$ cat src/rtl/sys_defs.sv
// Shared fetch-stage definitions: FSM state encoding, HALT encoding and the
// per-slot output bundle used by fetch_ctrl.
package sys_defs;

  localparam int          NUM_SUPER = 2;
  localparam logic [31:0] HALT_INST = 32'h0000_0555;

  typedef enum logic [1:0] {
    RUN      = 2'd0,
    MISS     = 2'd1,
    REDIRECT = 2'd2,
    HALTED   = 2'd3
  } FETCH_STATE_t;

  typedef struct packed {
    logic [63:0] pc;
    logic [63:0] npc;
    logic [31:0] ir;
    logic [63:0] target;
    logic        valid;
  } IF_OUT_t;

endpackage

$ cat src/rtl/fetch_slot_pack.sv
// Combinational slot packer: builds the contiguous valid mask, counts the
// valid slots and flags a HALT among them.
module fetch_slot_pack #(
  parameter int          NUM_SUPER = 2,
  parameter logic [31:0] HALT_INST = 32'h0000_0555
) (
  input  logic                             run,
  input  logic                             rollback_en,
  input  logic [NUM_SUPER-1:0]             icache_valid,
  input  logic [NUM_SUPER*32-1:0]          icache_data,
  output logic [NUM_SUPER-1:0]             valid,
  output logic [$clog2(NUM_SUPER+1)-1:0]   count,
  output logic                             halt_hit
);

  localparam int CNT_BITS = $clog2(NUM_SUPER + 1);

  // NOTE: every output gets a default first so no latch is inferred.
  always_comb begin
    valid    = '0;
    count    = '0;
    halt_hit = 1'b0;
    valid[0] = run & icache_valid[0] & ~rollback_en;
    // A slot is only usable if all lower slots are, and none of them is a HALT.
    for (int i = 1; i < NUM_SUPER; i++) begin
      valid[i] = valid[i-1] & icache_valid[i]
               & (icache_data[(i-1)*32 +: 32] != HALT_INST);
    end
    for (int i = 0; i < NUM_SUPER; i++) begin
      count    = count + CNT_BITS'(valid[i]);
      halt_hit = halt_hit | (valid[i] & (icache_data[i*32 +: 32] == HALT_INST));
    end
  end

endmodule

$ cat src/rtl/fetch_ctrl.sv
// Superscalar fetch sequencer: owns the fetch PC, the RUN/MISS/REDIRECT/HALTED
// FSM and the saturating fetch/miss performance counters.
module fetch_ctrl #(
  parameter int          NUM_SUPER = sys_defs::NUM_SUPER,
  parameter logic [63:0] RESET_PC  = 64'h0,
  parameter logic [31:0] HALT_INST = sys_defs::HALT_INST,
  parameter int          CNT_W     = 32
) (
  input  logic                    clock,
  input  logic                    reset,
  input  logic                    en,
  input  logic                    fetch_en,
  input  logic                    rollback_en,
  input  logic [63:0]             rollback_pc,
  input  logic [NUM_SUPER-1:0]    Icache_valid,
  input  logic [NUM_SUPER*32-1:0] Icache_data,
  output logic [NUM_SUPER*64-1:0] proc2Icache_addr,
  output logic [NUM_SUPER*64-1:0] if_PC_out,
  output logic [NUM_SUPER*64-1:0] if_NPC_out,
  output logic [NUM_SUPER*32-1:0] if_IR_out,
  output logic [NUM_SUPER*64-1:0] if_target_out,
  output logic [NUM_SUPER-1:0]    if_valid_inst_out,
  output logic [1:0]              fetch_state,
  output logic [CNT_W-1:0]        fetched_cnt,
  output logic [CNT_W-1:0]        miss_cnt
);

  import sys_defs::*;

  localparam int N_W = $clog2(NUM_SUPER + 1);

  FETCH_STATE_t          state;
  logic [63:0]           pc;
  logic [NUM_SUPER-1:0]  slot_valid;
  logic [N_W-1:0]        n_valid;
  logic                  halt_hit;
  logic                  accept;
  logic [CNT_W:0]        fetched_sum;
  IF_OUT_t               slot [NUM_SUPER];

  fetch_slot_pack #(
    .NUM_SUPER (NUM_SUPER),
    .HALT_INST (HALT_INST)
  ) u_pack (
    .run          (state == RUN),
    .rollback_en  (rollback_en),
    .icache_valid (Icache_valid),
    .icache_data  (Icache_data),
    .valid        (slot_valid),
    .count        (n_valid),
    .halt_hit     (halt_hit)
  );

  assign accept      = en & fetch_en & slot_valid[0];
  assign fetched_sum = {1'b0, fetched_cnt} + (CNT_W+1)'(n_valid);
  assign fetch_state = state;

  for (genvar i = 0; i < NUM_SUPER; i++) begin : g_slot
    assign slot[i] = '{pc:     pc + 64'(4 * i),
                       npc:    pc + 64'(4 * i + 4),
                       ir:     slot_valid[i] ? Icache_data[i*32 +: 32] : 32'h0,
                       target: pc + 64'(4 * i + 4),
                       valid:  slot_valid[i]};
    assign proc2Icache_addr[i*64 +: 64] = slot[i].pc;
    assign if_PC_out[i*64 +: 64]        = slot[i].pc;
    assign if_NPC_out[i*64 +: 64]       = slot[i].npc;
    assign if_target_out[i*64 +: 64]    = slot[i].target;
    assign if_IR_out[i*32 +: 32]        = slot[i].ir;
    assign if_valid_inst_out[i]         = slot[i].valid;
  end

  // NOTE: sequential state uses non-blocking assignments only; rollback
  // outranks en so a redirect is never lost while the stage is stalled.
  always_ff @(posedge clock) begin
    if (reset) begin
      pc          <= RESET_PC;
      state       <= RUN;
      fetched_cnt <= '0;
      miss_cnt    <= '0;
    end else begin
      if (en && state == MISS && miss_cnt != '1) begin
        miss_cnt <= miss_cnt + CNT_W'(1);
      end
      if (rollback_en) begin
        pc    <= rollback_pc;
        state <= REDIRECT;
      end else if (en) begin
        case (state)
          RUN: begin
            if (accept) begin
              pc          <= pc + (64'(n_valid) << 2);
              fetched_cnt <= fetched_sum[CNT_W] ? '1 : fetched_sum[CNT_W-1:0];
              if (halt_hit) state <= HALTED;
            end else if (!Icache_valid[0]) begin
              state <= MISS;
            end
          end
          MISS:     if (Icache_valid[0]) state <= RUN;
          REDIRECT: state <= RUN;
          HALTED:   state <= HALTED;
          default:  state <= RUN;
        endcase
      end
    end
  end

endmodule

$ cat config.mk
export PLATFORM = sky130hd
export DESIGN_NAME = fetch_ctrl
export DESIGN_NICKNAME = d
export VERILOG_FILES = /design/src/rtl/sys_defs.sv /design/src/rtl/fetch_slot_pack.sv /design/src/rtl/fetch_ctrl.sv
export SDC_FILE = /design/constraint.sdc
export NUM_CORES = 1
export LEC_CHECK = 0
export ABC_AREA = 1
export CAP_MARGIN = 10
export CORE_AREA = 2 2 302 304
export CTS_BUF_LIST = sky130_fd_sc_hd__clkbuf_8 sky130_fd_sc_hd__clkbuf_16
export DETAILED_ROUTE_END_ITERATION = 12
export DIE_AREA = 0 0 304 306
export HOLD_SLACK_MARGIN = 0.12
export RECOVER_POWER = 100
export SYNTH_ARGS = -nofsm -noshare
export SYNTH_HDL_FRONTEND = slang
export SYNTH_SLANG_ARGS = --single-unit
export TNS_END_PERCENT = 1
$ cat constraint.sdc
create_clock -name clock -period 2.66 [get_ports clock]
set_input_delay 0.399 -clock clock [delete_from_list [all_inputs] [get_ports clock]]
set_output_delay 0.399 -clock clock [all_outputs]
set_load 0.1 [all_outputs]
[Word-level counts from Yosys, hierarchy flattened]
Cells that the tools add are included.
Widths: inputs -> output; s select.
Word-level totals
  memory bits (read-only): 0
  latch bits: 0
  output and inout bits: 644
  RAM bits: 0
  register bits after elaboration: 130
  memories: 0
Cells by class
  div/mod/pow operators: 0
  shifts and indexed selects: 0
  multipliers: 0
  add/subtract/negate cells: 6
  bitwise logic cells: 10
  eq/ne operators: 13
  order comparisons: 0
  reduce and logical (&&, ||, !) cells: 11
  multiplexer cells: 14
Operator list (count)
  $mux 64: 4
  $mux 32: 3
  $add 64x3->64 const B: 1
  $add 64x4->64: 1
  $add 64x4->64 const B: 1
  $eq 32x11->1 const B: 2
  $add 32x2->33: 1
  $add 32x1->32 const B: 1
  $ne 32x11->1 const B: 1
  $ne 32x32->1 const B: 1
  $mux 2: 6
  $reduce_and 4->1: 3
  $ne 3x3->1 const B: 3
  $and 1x1->1: 8
  $ne 4x4->1 const B: 2
  $pmux 2 s4: 1
  $reduce_bool 2->1: 3
  $eq 2x2->1 const B: 2
  $reduce_and 3->1: 1
  $add 1x1->2: 1
  $eq 2x1->1 const B: 1
  $logic_and 1x1->1: 2
  $logic_not 2->1: 1
  $ne 2x2->1 const B: 1
  other kinds (3): 3

[Longest topological paths before layout]
  word-level depth: 12
  gate-level depth with buffers: 22
  depth with buffers taken out: 21

[Cells and area by module]
From an unflattened synthesis, not the netlist that was laid out.
Second synthesis, totals
  cell total of the unflattened synthesis: 2420
  area, all modules: 14168.6 um2
Modules (own cells, without submodules)
  fetch_ctrl: sequential area each 2602.5 um2, cells each 2333, instances 1, area each 13809.5 um2
  fetch_slot_pack: sequential area each 0.0 um2, cells each 87, instances 1, area each 359.1 um2

[Worst setup path before layout]
OpenSTA, ideal clock, no wires.
  path type: flip-flop to output port
  from: register state[1] (netlist: fetch_state[1])
  to: output if_IR_out[33]
  stages on the path, launching flop included: 10
  buffers on the path: 1
  path slack: -4.256 ns
  data arrival time: 6.517 ns
  cell sequence: dfxtp_1 > inv_1 > ha_1 > nand2_1 > nor2_2 > inv_1 > nor3_1 > inv_1 > clkbuf_1 > nor2_1
Between the ends
  word-level cells in the longest chain between the ends: 6
Ends and longest elaborated chain
  start: declaration: RTL line fetch_ctrl.sv:32  | FETCH_STATE_t state;
  start signal: assignment: RTL line fetch_ctrl.sv:77  | state <= RUN;
  start signal: assignment: RTL line fetch_ctrl.sv:86  | state <= REDIRECT;
  start signal: assignment: RTL line fetch_ctrl.sv:93  | if (halt_hit) state <= HALTED;
  $logic_not 2->1: RTL line fetch_ctrl.sv:45  | .run (state == RUN),
  $and 1x1->1 (2 in a row): RTL line fetch_slot_pack.sv:23  | valid[0] = run & icache_valid[0] & ~rollback_en;
  named net if_valid_inst_out[0]: RTL line fetch_ctrl.sv:22  | output logic [NUM_SUPER-1:0] if_valid_inst_out,
  $and 1x1->1: RTL line fetch_slot_pack.sv:26  | valid[i] = valid[i-1] & icache_valid[i]
  $and 1x1->1: RTL line fetch_slot_pack.sv:27  | & (icache_data[(i-1)*32 +: 32] != HALT_INST);
  named net if_valid_inst_out[1]: RTL line fetch_ctrl.sv:22
  $mux 32: RTL line fetch_ctrl.sv:61  | ir: slot_valid[i] ? Icache_data[i*32 +: 32] : 32'h0,
  end: declaration: RTL line fetch_ctrl.sv:20  | output logic [NUM_SUPER*32-1:0] if_IR_out,
The timed path passes the listed nets, and every way through them passes these cells.

[Worst setup path in the final report]
  from: register pc[3]
  to: output proc2Icache_addr[99]
Between the ends
  word-level cells in the longest chain between the ends: 1
Ends and longest elaborated chain
  start: declaration: RTL line fetch_ctrl.sv:33  | logic [63:0] pc;
  start signal: assignment: RTL line fetch_ctrl.sv:85  | pc <= rollback_pc;
  start signal: assignment: RTL line fetch_ctrl.sv:91  | pc <= pc + (64'(n_valid) << 2);
  $add 64x3->64: RTL line fetch_ctrl.sv:59  | assign slot[i] = '{pc: pc + 64'(4 * i),
  end: declaration: RTL line fetch_ctrl.sv:17  | output logic [NUM_SUPER*64-1:0] proc2Icache_addr,
No other way between the ends.

==> flow_summary_export.csv <==
group,metric,value,unit
hold_path,min_path_type,"in -> reg",
global_route,grt_max_degree,109,
pwr,power_density,419,nW/um^2
placement,io_buffer_count,778,
final_layout,final_util,33.1,%
global_route,grt_pass1_vias,17200,
sta,period_needed,3010,ps
worst_setup_path,worst_r2r_path_depth,18,
floorplanning,core-area,89600,um^2
sta,rsz0062_at_grt,"true",
clock_tree,cts.sinks,130,
hold_path,min-delay-start,"reset",
placement,finalWeightedCongestion,0.991,
clock_tree,cts.clk_slew.worst_paths,70,ps
hold_path,hold_path_depth,4,
pwr,p_leak,12.1,nW
routing,drtIter0Drc,1098,
floorplanning,die_h,306,um
worst_setup_path,startpoint_type,"register",
worst_setup_path,slowest_stage,"dfxtp_4",
run_status,violations,"capacitance limit, slew limit, setup timing",
placement,dpl.hpwl,78300,um
synth,syn_avg_cell_area,6.11,um^2
worst_setup_path,cp.required,2260,ps
clock_tree,cts_tree,"yes",
synth,synth.distinct_cells,39,
final_layout,layout_commonest_cell,"buf_12",
clock_tree,cts_root_buffer,"clkbuf_16",
final_layout,drive_above_1_share,45.4,%
pwr,ir_worst_vdd,0.542,mV
pwr,power,12.4,mW
routing,drc_errors,0,
routing,via_per_inst,4.22,
floorplanning,num_rows,110,
worst_setup_path,r2r_slack,-250,ps
sta,hold_viol,0,
floorplanning,die_area,93000,um^2
job,max_cap_viol_count,1,
worst_setup_path,end_kind,"output pin",
worst_setup_path,max_stage_delay,380,ps
floorplanning,die_x,304,um
worst_setup_path,path_common_cell,"nor2_4",
worst_setup_path,critical_path_class,"reg -> out",
global_route,overflow,0,
clock_tree,numCtsBuffers,17,
synth,ys_async_sr_fraction,0,%
worst_setup_path,crit-reg2reg-capture,"pc[28]",
clock_tree,insertion_delay,490,ps
routing,antenna_left,0,
sta,slew_headroom,-5.99,%
floorplanning,io_pins,779,
run_status,status,"finished with violations",
placement,dp.cells,4171,
synth,seq_area_frac_synth,18.6,%
synth,syn_inst,2294,
sta,tightest_slew,1590,ps
floorplanning,initial_core_util,15.7,%
clock_tree,cts_max_path_buffers,2,
final_layout,nets,3170,
synth,ys_seq_elements,130,
sta,setup_viol,420,
global_route,grt_first_pass_wirelength,127000,um
global_route,track_usage,19.0,%
routing,wl,91600,um
worst_setup_path,path_cells,"buf_12 -> ha_4 -> inv_4 -> nor2_4 -> inv_2 -> nor2_4 -> inv_2 -> nor2_4 -> inv_2 -> nor2_4 -> xor2_4 -> nor2_1 -> a21oi_2 -> buf_12 -> buf_16",
hold_path,min_to,"pc[15]",
placement,dp_slack,-1230,ps
sta,fmax,332,MHz
final_layout,layout.cells.non_filler,4223,
worst_setup_path,path_buf_inv,7,
routing,first_pass_iters,9,
synth,syn-num-nets,2441,
clock_tree,cts_htree_levels,4,
sta,worst_slack,-351,ps
sta,final-max-slew-violation-count,52,
global_route,antenna_found_initial,21,
clock_tree,cts_hold_buf,0,
synth,synth_edf_count,0,
sta,skew,10.4,ps
final_layout,layout_common_cells,"buf_12 (473), nand2_1 (459), buf_4 (417), inv_1 (218), nor2_1 (180)",
sta,whs,428,ps
worst_setup_path,cp_max_fo,4,
synth,syn_area,14000,um^2
worst_setup_path,r2r-start,"fetch_state[0]",
final_layout,synthToLayoutAreaGrowth,111,%
worst_setup_path,arrival,2610,ps
routing,dr_total_vias,17800,
routing,wire_per_inst,21.7,um
sta,fin_crit_sh,113,%
worst_setup_path,crit_family,"buffers and inverters",
synth,synth_top_flop_cell,"dfxtp_1",
synth,yosys_warnings,0,
==> state kept, by name (all words and copies together) (netlist names) <==
name	flops
pc	64
fetched_cnt	32
miss_cnt	32
fetch_state	2
==> routing by layer <==
layer,track usage (%),wire length (um),vias up
met5,0,106,-
met4,6.17,2970,16
met3,4.35,5680,151
met2,33.0,45400,807
met1,23.0,37400,8497
li1,-,-,8359
==> synthesized netlist by cell type, drive strengths merged (3+ instances only) <==
| cell type | instances | area (um^2) |
|---|---|---|
| o21ai | 66 | 330 |
| clkbuf | 44 | 165 |
| nand3b | 10 | 75.1 |
| o211ai | 8 | 60.1 |
| nand3 | 136 | 706 |
| xor2 | 126 | 1110 |
| nand2 | 512 | 1970 |
| buf | 361 | 2640 |
| nor4 | 4 | 25.0 |
| nor3 | 57 | 330 |
| nor2 | 318 | 1390 |
| inv | 262 | 983 |
| a31oi | 14 | 87.6 |
| o21bai | 6 | 45.0 |
| or2 | 6 | 37.5 |
| xnor2 | 15 | 131 |
| and2 | 3 | 18.8 |
| a21oi | 117 | 586 |
| ha | 12 | 150 |
| dfxtp | 130 | 2600 |
| a22oi | 26 | 195 |
| nand4 | 56 | 357 |
==> final cells by class <==
type | instances | area (um^2)
sequential | 130 | 2750
antenna | 11 | 27.5
clock inverter | 14 | 114
clock buffer | 18 | 439
fill | 9341 | 59900
timing repair buffer | 1115 | 14400
inverter | 262 | 992
multi-input combinational | 1497 | 9460
tap | 1176 | 1470
==> where the power goes <==
group	total [mW]	internal, mW	leakage (nW)	switching (mW)
clock network	2.39	1.30	0.279	1.09
logic	7.91	2.43	10.7	5.48
registers	2.12	2.00	1.09	0.119
total	12.4	5.73	12.1	6.69
==> worst min-delay path, stage by stage <==
cell	delay [ps]
buf_4	100
inv_1	200
nand2_1	140
a31oi_1	30
==> worst max path at each step <==
stage	start	endpoint	slack [ps]	cells after the start
4_1_cts	pc[3]	proc2Icache_addr[99]	-420	15
5_1_grt	pc[3]	proc2Icache_addr[99]	-520	15
6_report	pc[3]	proc2Icache_addr[99]	-350	15
2_1_floorplan	fetch_state[1]	fetched_cnt[23]	-1530	22
3_3_place_gp	Icache_data[2]	pc[62]	-1180	20
3_5_place_dp	Icache_data[2]	pc[58]	-1230	20
==> through the flow <==
| stage | setup TNS [ps] | cell area (um^2) |
|---|---|---|
| global route | -124160 | 29700 |
| finish | -66840 | 29700 |
| global placement | -94440 | 28300 |
| CTS | -91270 | 29500 |
| floorplan | -553760 | 15100 |
| detailed placement | -99770 | 28300 |
==> kinds of logic (layout without fill, tap and decap cells) <==
| kind of cell | count (synthesis) | after routing | synth area share (%) |
|---|---|---|---|
| other | 0 | 11 | 0 |
| buffers and inverters | 667 | 1409 | 27.0 |
| xor gates and xnor gates | 141 | 141 | 8.86 |
| DFF | 130 | 130 | 18.6 |
| AOI/OAI and AO/OA | 239 | 239 | 9.41 |
| adders and majority gates | 12 | 12 | 1.07 |
| and+or+nand+nor | 1105 | 1105 | 35.1 |
==> repair_timing <==
action,4_1_cts,5_1_grt
pin swaps,34,24
setup buffers,6,3
gates resized for setup,150,105
setup endpoints to repair,462,464
Power figures use the tool's default switching activity.
==> RTL change: new RTL, same settings <==
Change the parameter `CNT_W` from 32 to 48.
--- a/src/rtl/fetch_ctrl.sv
+++ b/src/rtl/fetch_ctrl.sv
@@ -6,3 +6,3 @@
   parameter logic [31:0] HALT_INST = sys_defs::HALT_INST,
-  parameter int          CNT_W     = 32
+  parameter int          CNT_W     = 48
 ) (
Interface: changed (resized fetched_cnt and miss_cnt); port bits go from 779 to 811. The function was not compared with the original's and may differ.
==> RTL change against the original RTL <==
- the run ends with negative setup slack left
- non-clock buffer count rose by 46
- sequential cell count rose by 32
- hold slack improved by 46 ps
- final area rose by 7.4%
- setup slack improved by 90 ps
- sequential share of layout area rose by 1.5 points
- wire length rose by 8.4%
- area after synthesis rose by 18%
- power rose by 3.1%
- critical path depth fell by 3
- clock skew rose by 9.0 ps
- critical path type unchanged
- critical endpoint is now if_target_out[35]
==> RTL change: results (changes against the original RTL) <==
outcome:
  status: "complete, but fails checks"  # unchanged
  failed_checks: "negative setup slack"  # was max-capacitance violations, max-slew violations, negative setup slack
final_layout:
  syn2layout_area_growth_pct: 91.8  # was 111%
  fill_cells: 9342  # was 9341
  reg.largest.list: "pc: 64 flops, fetched_cnt: 48 flops, miss_cnt: 48 flops"  # was pc: 64 flops, fetched_cnt: 32 flops, miss_cnt: 32 flops
  drive_above_1_share: 0.442  # was 0.454
setup_path:
  max_stage_delay_ps: 410  # was 380 ps
  crit_arrival_ps: 2520  # was 2610 ps
  r2r_setup_slack_ps: -180  # was -250 ps
  startpoint: "pc[31]"  # was pc[3]
global_routing:
  grt_pass1_wl_um: 140000  # was 127000 um
  grt_max_degree: 141  # was 109
  grt_pass1_vias: 19570  # was 17167
  grt.met1_usage: 0.249  # was 0.230
place:
  gp_congestion: 0.972  # was 0.991
  dp_slack_ps: -1050  # was -1230 ps
  port_buffers: 810  # was 778
  dp.cells: 4483  # was 4171
synth:
  synth_cell_type_count: 54  # was 39
  synth_nets: 2779  # was 2441
  ys_top_cells_by_count: "nand2_1, buf_4, nor2_1"  # unchanged
  avgSynthCellArea_um2: 6.31  # was 6.11 um2
  yosysSeqAreaShare: 0.195  # was 0.186
  synth_top_cells_by_area: "dfxtp_1, buf_4, nand2_1"  # unchanged
  synth_compound_area_frac: 0.0849  # was 0.0941
timing:
  fin_tns_setup_ps: -38450  # was -66840 ps
  setup_slack_ps: -262  # was -351 ps
  setup_viol: 296  # was 420
  skew_ps: 19.4  # was 10.4 ps
  fin_hold_ws_ps: 474  # was 428 ps
detailed_routing:
  num_vias: 20110  # was 17830
  drt_iter0_drc: 1508  # was 1098
  detail_route.vias_per_cell: 4.37  # was 4.22
power:
  ir_worst_vdd_mv: 0.369  # was 0.542 mV
  p_clk_mw: 2.71  # was 2.39 mW
  finalPower_mw: 12.8  # was 12.4 mW
  swShare: 0.539  # was 0.538
  power.leakage_nw: 13.4  # was 12.1 nW
RTL change: changes by cell type after synthesis, moves of 12 or more:
cell | unedited run | this run
inv_1 | 239 | 266
nor2_4 | 14 | 26
dfxtp_1 | 130 | 162
nand2_1 | 496 | 597
xnor2_1 | 15 | 40
nand3_1 | 131 | 152
nor2_1 | 269 | 303
a21oi_1 | 117 | 129
xor2_1 | 125 | 140
nand2_2 | 15 | 30
nand2_4 | 1 | 13
RTL change: final cells by class:
class                      count  share of cell area
sequential                   162               0.108
clock buffer                  17              0.0133
inverter                     303              0.0367
clock inverter                15             0.00565
timing repair buffer        1161               0.418
tap                         1176              0.0462
antenna                       14             0.00110
multi-input combinational   1754               0.371
RTL change: cells by family after synthesis:
group,Yosys count
xor+xnor,183
buf+inv,716
simple gates,1308
flops,162
fa+ha+maj,12
compound gates,251
RTL change: timing repair:
action	in CTS	in global routing
buffers inserted	49	25
pin swaps	70	79
endpoints found under the setup margin	458	443
gates resized for setup	253	172
endpoints found under the hold margin	0	0
